--- src/rtl/ifu_fetch_ctrl.sv ---
// Instruction-fetch controller: issues one memory request at a time for the
// current fetch PC, returns the fetched word (or a NOP on redirect) to the
// fetch stage with a single-cycle update pulse, and parks a response in a
// one-entry buffer while the backend is stalled.
module ifu_fetch_ctrl (
    input  logic        clk,
    input  logic        rstn,
    input  logic [63:0] pc,
    input  logic        jump_en,
    input  logic        be_stall,
    output logic        imem_req_valid,
    output logic [63:0] imem_req_addr,
    input  logic        imem_req_ready,
    input  logic        imem_rsp_valid,
    input  logic [31:0] imem_rsp_data,
    output logic [31:0] instr,
    output logic        update,
    output logic        busy,
    output logic [63:0] fetch_cnt
);

    localparam int unsigned XLEN = 64;
    localparam int unsigned ILEN = 32;
    localparam logic [ILEN-1:0] NOP = ILEN'(32'h0000_0013);

    typedef enum logic [2:0] {
        ST_IDLE  = 3'd0,
        ST_REQ   = 3'd1,
        ST_WAIT  = 3'd2,
        ST_HOLD  = 3'd3,
        ST_DRAIN = 3'd4
    } state_t;

    state_t            state_q;
    state_t            state_d;
    logic [ILEN-1:0]   buf_q;
    logic [ILEN-1:0]   buf_d;
    logic [XLEN-1:0]   fetch_cnt_q;
    logic [XLEN-1:0]   fetch_cnt_d;

    // State register; reset abandons any outstanding request.
    always_ff @(posedge clk) begin
        if (!rstn) begin
            state_q <= ST_IDLE;
        end else begin
            state_q <= state_d;
        end
    end

    // Next-state logic; a redirect always wins over a backend stall.
    always_comb begin
        state_d = state_q;
        case (state_q)
            ST_IDLE: begin
                state_d = ST_REQ;
            end
            ST_REQ: begin
                if (!jump_en && imem_req_ready) begin
                    state_d = ST_WAIT;
                end
            end
            ST_WAIT: begin
                if (imem_rsp_valid) begin
                    if (!jump_en && be_stall) begin
                        state_d = ST_HOLD;
                    end else begin
                        state_d = ST_REQ;
                    end
                end else if (jump_en) begin
                    state_d = ST_DRAIN;
                end
            end
            ST_HOLD: begin
                if (jump_en || !be_stall) begin
                    state_d = ST_REQ;
                end
            end
            ST_DRAIN: begin
                if (imem_rsp_valid) begin
                    state_d = ST_REQ;
                end
            end
            default: begin
                state_d = ST_IDLE;
            end
        endcase
    end

    // Outputs and datapath next values; request/update follow inputs in the same cycle.
    always_comb begin
        imem_req_valid = 1'b0;
        update         = 1'b0;
        instr          = NOP;
        busy           = 1'b0;
        buf_d          = buf_q;
        fetch_cnt_d    = fetch_cnt_q;
        case (state_q)
            ST_REQ: begin
                imem_req_valid = !jump_en;
                update         = jump_en;
            end
            ST_WAIT: begin
                busy = 1'b1;
                if (jump_en) begin
                    update = 1'b1;
                end else if (imem_rsp_valid) begin
                    if (be_stall) begin
                        buf_d = imem_rsp_data;
                    end else begin
                        update      = 1'b1;
                        instr       = imem_rsp_data;
                        fetch_cnt_d = fetch_cnt_q + XLEN'(1);
                    end
                end
            end
            ST_HOLD: begin
                if (jump_en) begin
                    update = 1'b1;
                end else if (!be_stall) begin
                    update      = 1'b1;
                    instr       = buf_q;
                    fetch_cnt_d = fetch_cnt_q + XLEN'(1);
                end
            end
            ST_DRAIN: begin
                busy = 1'b1;
            end
            default: begin
            end
        endcase
    end

    // Response buffer and delivered-instruction counter (counter wraps freely).
    always_ff @(posedge clk) begin
        if (!rstn) begin
            buf_q       <= '0;
            fetch_cnt_q <= '0;
        end else begin
            buf_q       <= buf_d;
            fetch_cnt_q <= fetch_cnt_d;
        end
    end

    assign imem_req_addr = pc;
    assign fetch_cnt     = fetch_cnt_q;

endmodule

--- config.mk ---
export PLATFORM = sky130hd
export DESIGN_NAME = ifu_fetch_ctrl
export DESIGN_NICKNAME = d
export VERILOG_FILES = /design/src/rtl/ifu_fetch_ctrl.sv
export SDC_FILE = /design/constraint.sdc
export NUM_CORES = 1
export LEC_CHECK = 0
export CAP_MARGIN = 20
export CORE_ASPECT_RATIO = 1.1
export CORE_UTILIZATION = 44
export DETAILED_ROUTE_END_ITERATION = 6
export HOLD_SLACK_MARGIN = 0.06
export PLACE_DENSITY = 0.9
export SLEW_MARGIN = 15
export SYNTH_ARGS = -nofsm -noshare
export SYNTH_HDL_FRONTEND = slang
export SYNTH_SLANG_ARGS = --single-unit
--- constraint.sdc ---
create_clock -name clk -period 6.3 [get_ports clk]
set_input_delay 0.63 -clock clk [delete_from_list [all_inputs] [get_ports clk]]
set_output_delay 0.63 -clock clk [all_outputs]
set_load 0.005 [all_outputs]
==> results of run 1 <==
==> critical path, cell delays in order <==
cell             delay [ns]
clkdlybuf4s50_1        0.70
and3_1                 0.98
a22oi_1                0.15
nor2_1                 0.19
clkdlybuf4s50_1        0.52
==> synthesized netlist by cell type, types with 12 or more instances <==
cell type   n
o21ai_0    15
nand3_1    23
nor3_1     12
nand2_1    94
nor2_1     68
xnor2_1    17
inv_1      14
or3_1      19
nand4_1    14
or4_1      24
o31ai_1    19
buf_4      64
a21oi_1    72
a22oi_1    29
clkbuf_1   37
dfxtp_1    99
==> worst max-delay path by stage <==
| stage | end | slack [ns] |
|---|---|---|
| floorplan | fetch_cnt[51]$_SDFFE_PN0P_ | 3.78 |
| global placement | fetch_cnt[55]$_SDFFE_PN0P_ | 2.39 |
| detailed placement | fetch_cnt[33]$_SDFFE_PN0P_ | 2.29 |
| CTS | instr[27] | 2.51 |
| global route | fetch_cnt[43]$_SDFFE_PN0P_ | 2.28 |
| finish | instr[27] | 2.48 |
==> cells in the final DEF (no fill, tap or decap), types with 2 or more instances in the layout <==
master / synthesis / routed
a21oi_1: 72 / 72
a221o_1: 2 / 2
a22oi_1: 29 / 29
and2_1: 2 / 2
and3_1: 9 / 9
and4_1: 7 / 7
buf_4: 64 / 3
buf_8: 0 / 2
clkbuf_16: 0 / 9
clkdlybuf4s50_1: 0 / 136
clkinvlp_4: 0 / 2
dfxtp_1: 99 / 99
inv_1: 14 / 13
mux2i_1: 2 / 2
nand2_1: 94 / 94
nand2b_1: 7 / 7
nand3_1: 23 / 23
nand4_1: 14 / 14
nor2_1: 68 / 68
nor3_1: 12 / 11
nor3b_1: 3 / 3
nor4_1: 9 / 9
nor4b_1: 2 / 2
o21a_1: 3 / 3
o21ai_0: 15 / 15
o31ai_1: 19 / 19
o41ai_1: 2 / 2
or2_2: 3 / 3
or3_1: 19 / 19
or4_1: 24 / 24
xnor2_1: 17 / 17
xor2_1: 8 / 8
==> cell families after synthesis <==
logic type / Yosys count / share of synthesized area [%]
multiplexers: 2 / 0.371
AND/OR/NAND/NOR: 303 / 28.5
adder cells (fa/ha/maj): 1 / 0.232
flip-flops: 99 / 36.8
AO/OA/AOI/OAI: 149 / 17.0
XOR/XNOR: 25 / 4.06
buffers and inverters: 121 / 13.1
==> power by group through the flow <==
stage          Clock, W  Combinational, W  Sequential, W
4_1_cts        0.000538         0.0000631       0.000631
3_3_place_gp          0         0.0000628       0.000645
5_1_grt        0.000567         0.0000680       0.000631
2_1_floorplan         0         0.0000598       0.000643
3_5_place_dp          0         0.0000627       0.000645
6_report       0.000522         0.0000633       0.000631
==> area by class of cell <==
type / count / area [sq um]
Inverter: 15 / 56.3
Clock inverter: 5 / 37.5
Sequential cell: 99 / 1980
Fill cell: 1099 / 5350
Tap cell: 154 / 193
Timing Repair Buffer: 141 / 1410
Multi-Input combinational cell: 480 / 2710
Clock buffer: 11 / 243
==> layer usage <==
layer / track usage (%) / vias to the layer above / routed length, um
li1: - / 2509 / -
met1: 26.7 / 2410 / 5760
met2: 38.9 / 211 / 7110
met3: 6.09 / 29 / 1420
met4: 9.93 / 0 / 412
met5: 0 / - / 0
==> metrics by stage <==
step / instances / area, sq um / setup slack, ns / hold slack, ns / total power, W
3_5_place_dp: 888 / 6340 / 2.29 / 0.447 / 0.000708
2_1_floorplan: 700 / 5390 / 3.78 / 0.436 / 0.000702
6_report: 905 / 6630 / 2.48 / 0.457 / 0.00122
4_1_cts: 904 / 6620 / 2.51 / 0.457 / 0.00123
5_1_grt: 905 / 6630 / 2.28 / 0.473 / 0.00127
3_3_place_gp: 887 / 6320 / 2.39 / 0.442 / 0.000708
==> state kept, by name, summed over array words and instances, names as in the netlist <==
signal and cells:
state_q 3, fetch_cnt 64, buf_q 32
==> flow_summary.ini, run 1 <==
[status]
status = completed

[yosys]
synth.avg_cell_area_sq_um = 7.70
synth_top_cell_area_share_pct = 36.8
yosys-top-cells-area = dfxtp_1 (37%), buf_4 (8.9%), a21oi_1 (6.7%)
synth_top_cell_by_area = dfxtp_1
synth_area_sq_um = 5390
syn_inst = 700
synth_nets = 803
async_flop_share_pct = 0
synth_seq_cells = 99
synth_edf_count = 0
ys_seq_area_share_pct = 36.8
post_synth_num_cell_types = 48
ys_warn_count = 0
synth_ff_type = dfxtp_1

[clock_network]
cts_root_buffer = clkbuf_16
cts-buffers-inserted = 9
cts-resized-gates = 0
clk_pin_slew_ns = 0.07
cts_setup_buffers = 0
htreeDepth = 3
cts_tree = yes
clkSinkCount = 99
cts_hold_buf = 0
clk_latency_ns = 0.34
cts_buffer_depth = 2

[worst_setup_path]
ff2ff_setup_slack_ns = 3.11
critical_path_class = in2out
arrival_ns = 3.19
reg2reg_to = fetch_cnt[55]$_SDFFE_PN0P_
required_ns = 5.67
cp-start-kind = primary input
r2r.worst_path.cells = 5
cp-startpoint = imem_rsp_valid
crit_fanout = 29
end_kind = output port
r2r-start = state_q[1]$_SDFFE_PN0P_

[global_routing]
grt_first_pass_wirelength_mm = 23.2
antenna_found_initial = 0
grt_pass1_vias = 4580
overflow = 0
groute.usage.overall_pct = 22.9
grt_max_degree = 95

[timing]
tns_ns = 0
fmax_mhz = 262
setup_viol = 0
min_period_ns = 3.82
drv_slew = 0
fin_crit_sh_pct = 60.6
skew_ns = 0.00704
grt_setup_unrepaired = no
hold_viol = 0
worst_pin_slew_ns = 1.14
maxSlewHeadroom_pct = 24.0

[pwr]
internal_power_w = 0.000938
p_switching_w = 0.000277
switching_share_pct = 22.8
combPwrFrac_pct = 5.2
seq_power_share_pct = 51.9
total_leakage_power_nw = 2.00
power_per_cell_area_nw_per_um2 = 183
clkPwrFrac_pct = 42.9
peakVddDrop_v = 0.000107

[drt]
vias = 5159
detail-route-antenna-nets = 0
drc_errors = 0
dr.pass1.iters = 5
drt_iter0_drc = 462
via_per_inst = 5.70
wl_per_cell_um = 16.3
drt_wl_total_mm = 14.7

[floorplanning]
die_h_um = 118
die_width_um = 108
num_rows = 42
dieArea_sq_um = 12700
start_util_pct = 45.0
core-area_sq_um = 12000
ios = 265

[placement]
gp_congestion = 0.831
portBuffers = 136
dp_hpwl_mm = 10.4

[layout]
syn_to_final_growth_pct = 23.0
utilization_pct = 55.3
diodes = 0
fin_nets = 849
drive_gt1_share_pct = 3.60

[run]
cap_violations = 0

[hold_path]
hp-class = reg2reg
min_from = buf_q[1]$_SDFFE_PN0P_
hold_depth = 2
worstHoldEndpoint = buf_q[1]$_SDFFE_PN0P_
Note: power is estimated with default switching activity, not from simulation.
==> inputs of run 2 (changes only) <==
- CORE_UTILIZATION: 44 -> 41
- PLACE_DENSITY: 0.9 -> 0.85
- clock period: 6.3 -> 3.8 ns (I/O delays scaled with it)
==> flow_summary.ini, run 2 (same netlist as run 1, synthesis figures left out) <==
[layout]
drive_gt1_share_pct = 3.97
diodes = 0
layout_common_cells = clkdlybuf4s50_1 (136), dfxtp_1 (99), nand2_1 (94)
finalNonFillerCells = 913
largest_reg_flops = 64
fillCellCount = 1205
syn_to_final_growth_pct = 23.3
fin_nets = 854
layout_commonest_cell = clkdlybuf4s50_1

[placement]
gp_congestion = 0.842
place_inst = 897
portBuffers = 136
dp_hpwl_mm = 10.8

[clock_network]
clk_pin_slew_ns = 0.06
cts_tree = yes
cts-buffers-inserted = 9
cts_root_buffer = clkbuf_16
clkSinkCount = 99
cts-resized-gates = 0
htreeDepth = 3
cts_setup_buffers = 0
cts_buffer_depth = 2
cts_hold_buf = 0
clk_latency_ns = 0.34

[global_routing]
groute.usage.overall_pct = 22.1
grt_pass1_vias = 4541
globalRouteMet1Util_pct = 26.9
overflow = 0
grt_first_pass_wirelength_mm = 24.3
grt_max_degree = 65
antenna_found_initial = 0
busiest_layer = met2
grt.met3_usage_pct = 6.77
gr-usage-met2_pct = 37.0

[worst_setup_path]
reg2reg_to = fetch_cnt[56]$_SDFFE_PN0P_
crit_fanout = 29
slowest_stage = clkdlybuf4s50_1
ff2ff_setup_slack_ns = 0.98
crit_chain = nand2b_1 -> nor2_1 -> and3_1 -> buf_4 -> a22oi_1 -> nor2_1 -> clkdlybuf4s50_1
path_common_cell = nor2_1
cp-start-kind = flop
end_kind = output port
r2r.worst_path.cells = 6
r2r-start = state_q[1]$_SDFFE_PN0P_
arrival_ns = 2.53
critical_path_class = reg2out
critPathMaxStageDelay_ns = 0.53
required_ns = 3.42

[pwr]
total_leakage_power_nw = 2.02
clkPwrFrac_pct = 41.3
internal_power_w = 0.00154
seq_power_share_pct = 53.3
p_switching_w = 0.000428
peakVddDrop_v = 0.000166
power_per_cell_area_nw_per_um2 = 295
switching_share_pct = 21.8
combPwrFrac_pct = 5.4

[hold_path]
hold_depth = 2
min_from = buf_q[19]$_SDFFE_PN0P_
hp-class = reg2reg
worstHoldEndpoint = buf_q[19]$_SDFFE_PN0P_

[timing]
fin_crit_sh_pct = 76.6
maxSlewHeadroom_pct = 35.0
setup_viol = 0
grt_setup_unrepaired = no
min_period_ns = 2.91
skew_ns = 0.00811
hold_ws_ns = 0.455
worst_pin_slew_ns = 0.965
tns_ns = 0
drv_slew = 0
hold_viol = 0
fmax_mhz = 344

[floorplanning]
die_h_um = 122
ios = 265
dieArea_sq_um = 13600
die_width_um = 111
num_rows = 43
start_util_pct = 42.5
core-area_sq_um = 12700

[drt]
drc_errors = 44
drt_iter0_drc = 570
drt_wl_total_mm = 15.3
dr.pass1.iters = 7
wl_per_cell_um = 16.7
vias = 5180
via_per_inst = 5.67
detail-route-antenna-nets = 0

[status]
violations = design-rule violations
status = finished with violations

[run]
cap_violations = 0
==> run 2: power groups by stage <==
stage	clock (W)	combinational (W)	sequential, W
2_1_floorplan	0	0.0000992	0.00107
3_3_place_gp	0	0.000107	0.00107
3_5_place_dp	0	0.000106	0.00107
4_1_cts	0.000832	0.000107	0.00105
5_1_grt	0.000883	0.000116	0.00105
6_report	0.000811	0.000107	0.00105
==> run 2: worst max path at each step <==
stage	start	slack [ns]	end	cells past startpoint
after floorplan	state_q[2]$_SDFFE_PN0P_	1.48	fetch_cnt[51]$_SDFFE_PN0P_	7
after global placement	be_stall	0.65	fetch_cnt[56]$_SDFFE_PN0P_	7
after detailed placement	be_stall	0.59	fetch_cnt[56]$_SDFFE_PN0P_	7
after CTS	state_q[1]$_SDFFE_PN0P_	0.89	instr[28]	7
after global routing	state_q[1]$_SDFFE_PN0P_	0.69	instr[24]	7
final	state_q[1]$_SDFFE_PN0P_	0.89	instr[24]	7
==> run 2: final cells by class <==
class / count / area [sq um] / area share [%]
Multi-Input combinational cell: 480 / 2710 / 40.7
Sequential cell: 99 / 1980 / 29.8
Timing Repair Buffer: 146 / 1450 / 21.8
Clock buffer: 13 / 240 / 3.61
Tap cell: 157 / 196 / 2.96
Inverter: 15 / 56.3 / 0.847
Clock inverter: 3 / 15.0 / 0.226
==> run 2: layer usage <==
layer | up-vias | share of wire (%)
li1 | 2505 | -
met1 | 2429 | 40
met2 | 225 | 48
met3 | 21 | 9.9
met4 | 0 | 1.9
met5 | - | 0
==> run 2: per-stage QoR <==
stage	setup WS [ns]	power [W]	utilization, %	instance area (sq um)
6_report	0.890	0.00196	52.3	6650
5_1_grt	0.687	0.00205	52.3	6650
4_1_cts	0.887	0.00199	52.3	6650
3_5_place_dp	0.588	0.00118	50.3	6390
3_3_place_gp	0.648	0.00118	50.3	6390
2_1_floorplan	1.48	0.00116	-	5390
==> run 2: worst max-delay path: cells and delay by family (launching register included) <==
kind	cells	cell delay (ns)
compound gates	1	0.12
buf+inv	2	0.84
flops	1	0.47
simple gates	4	0.76
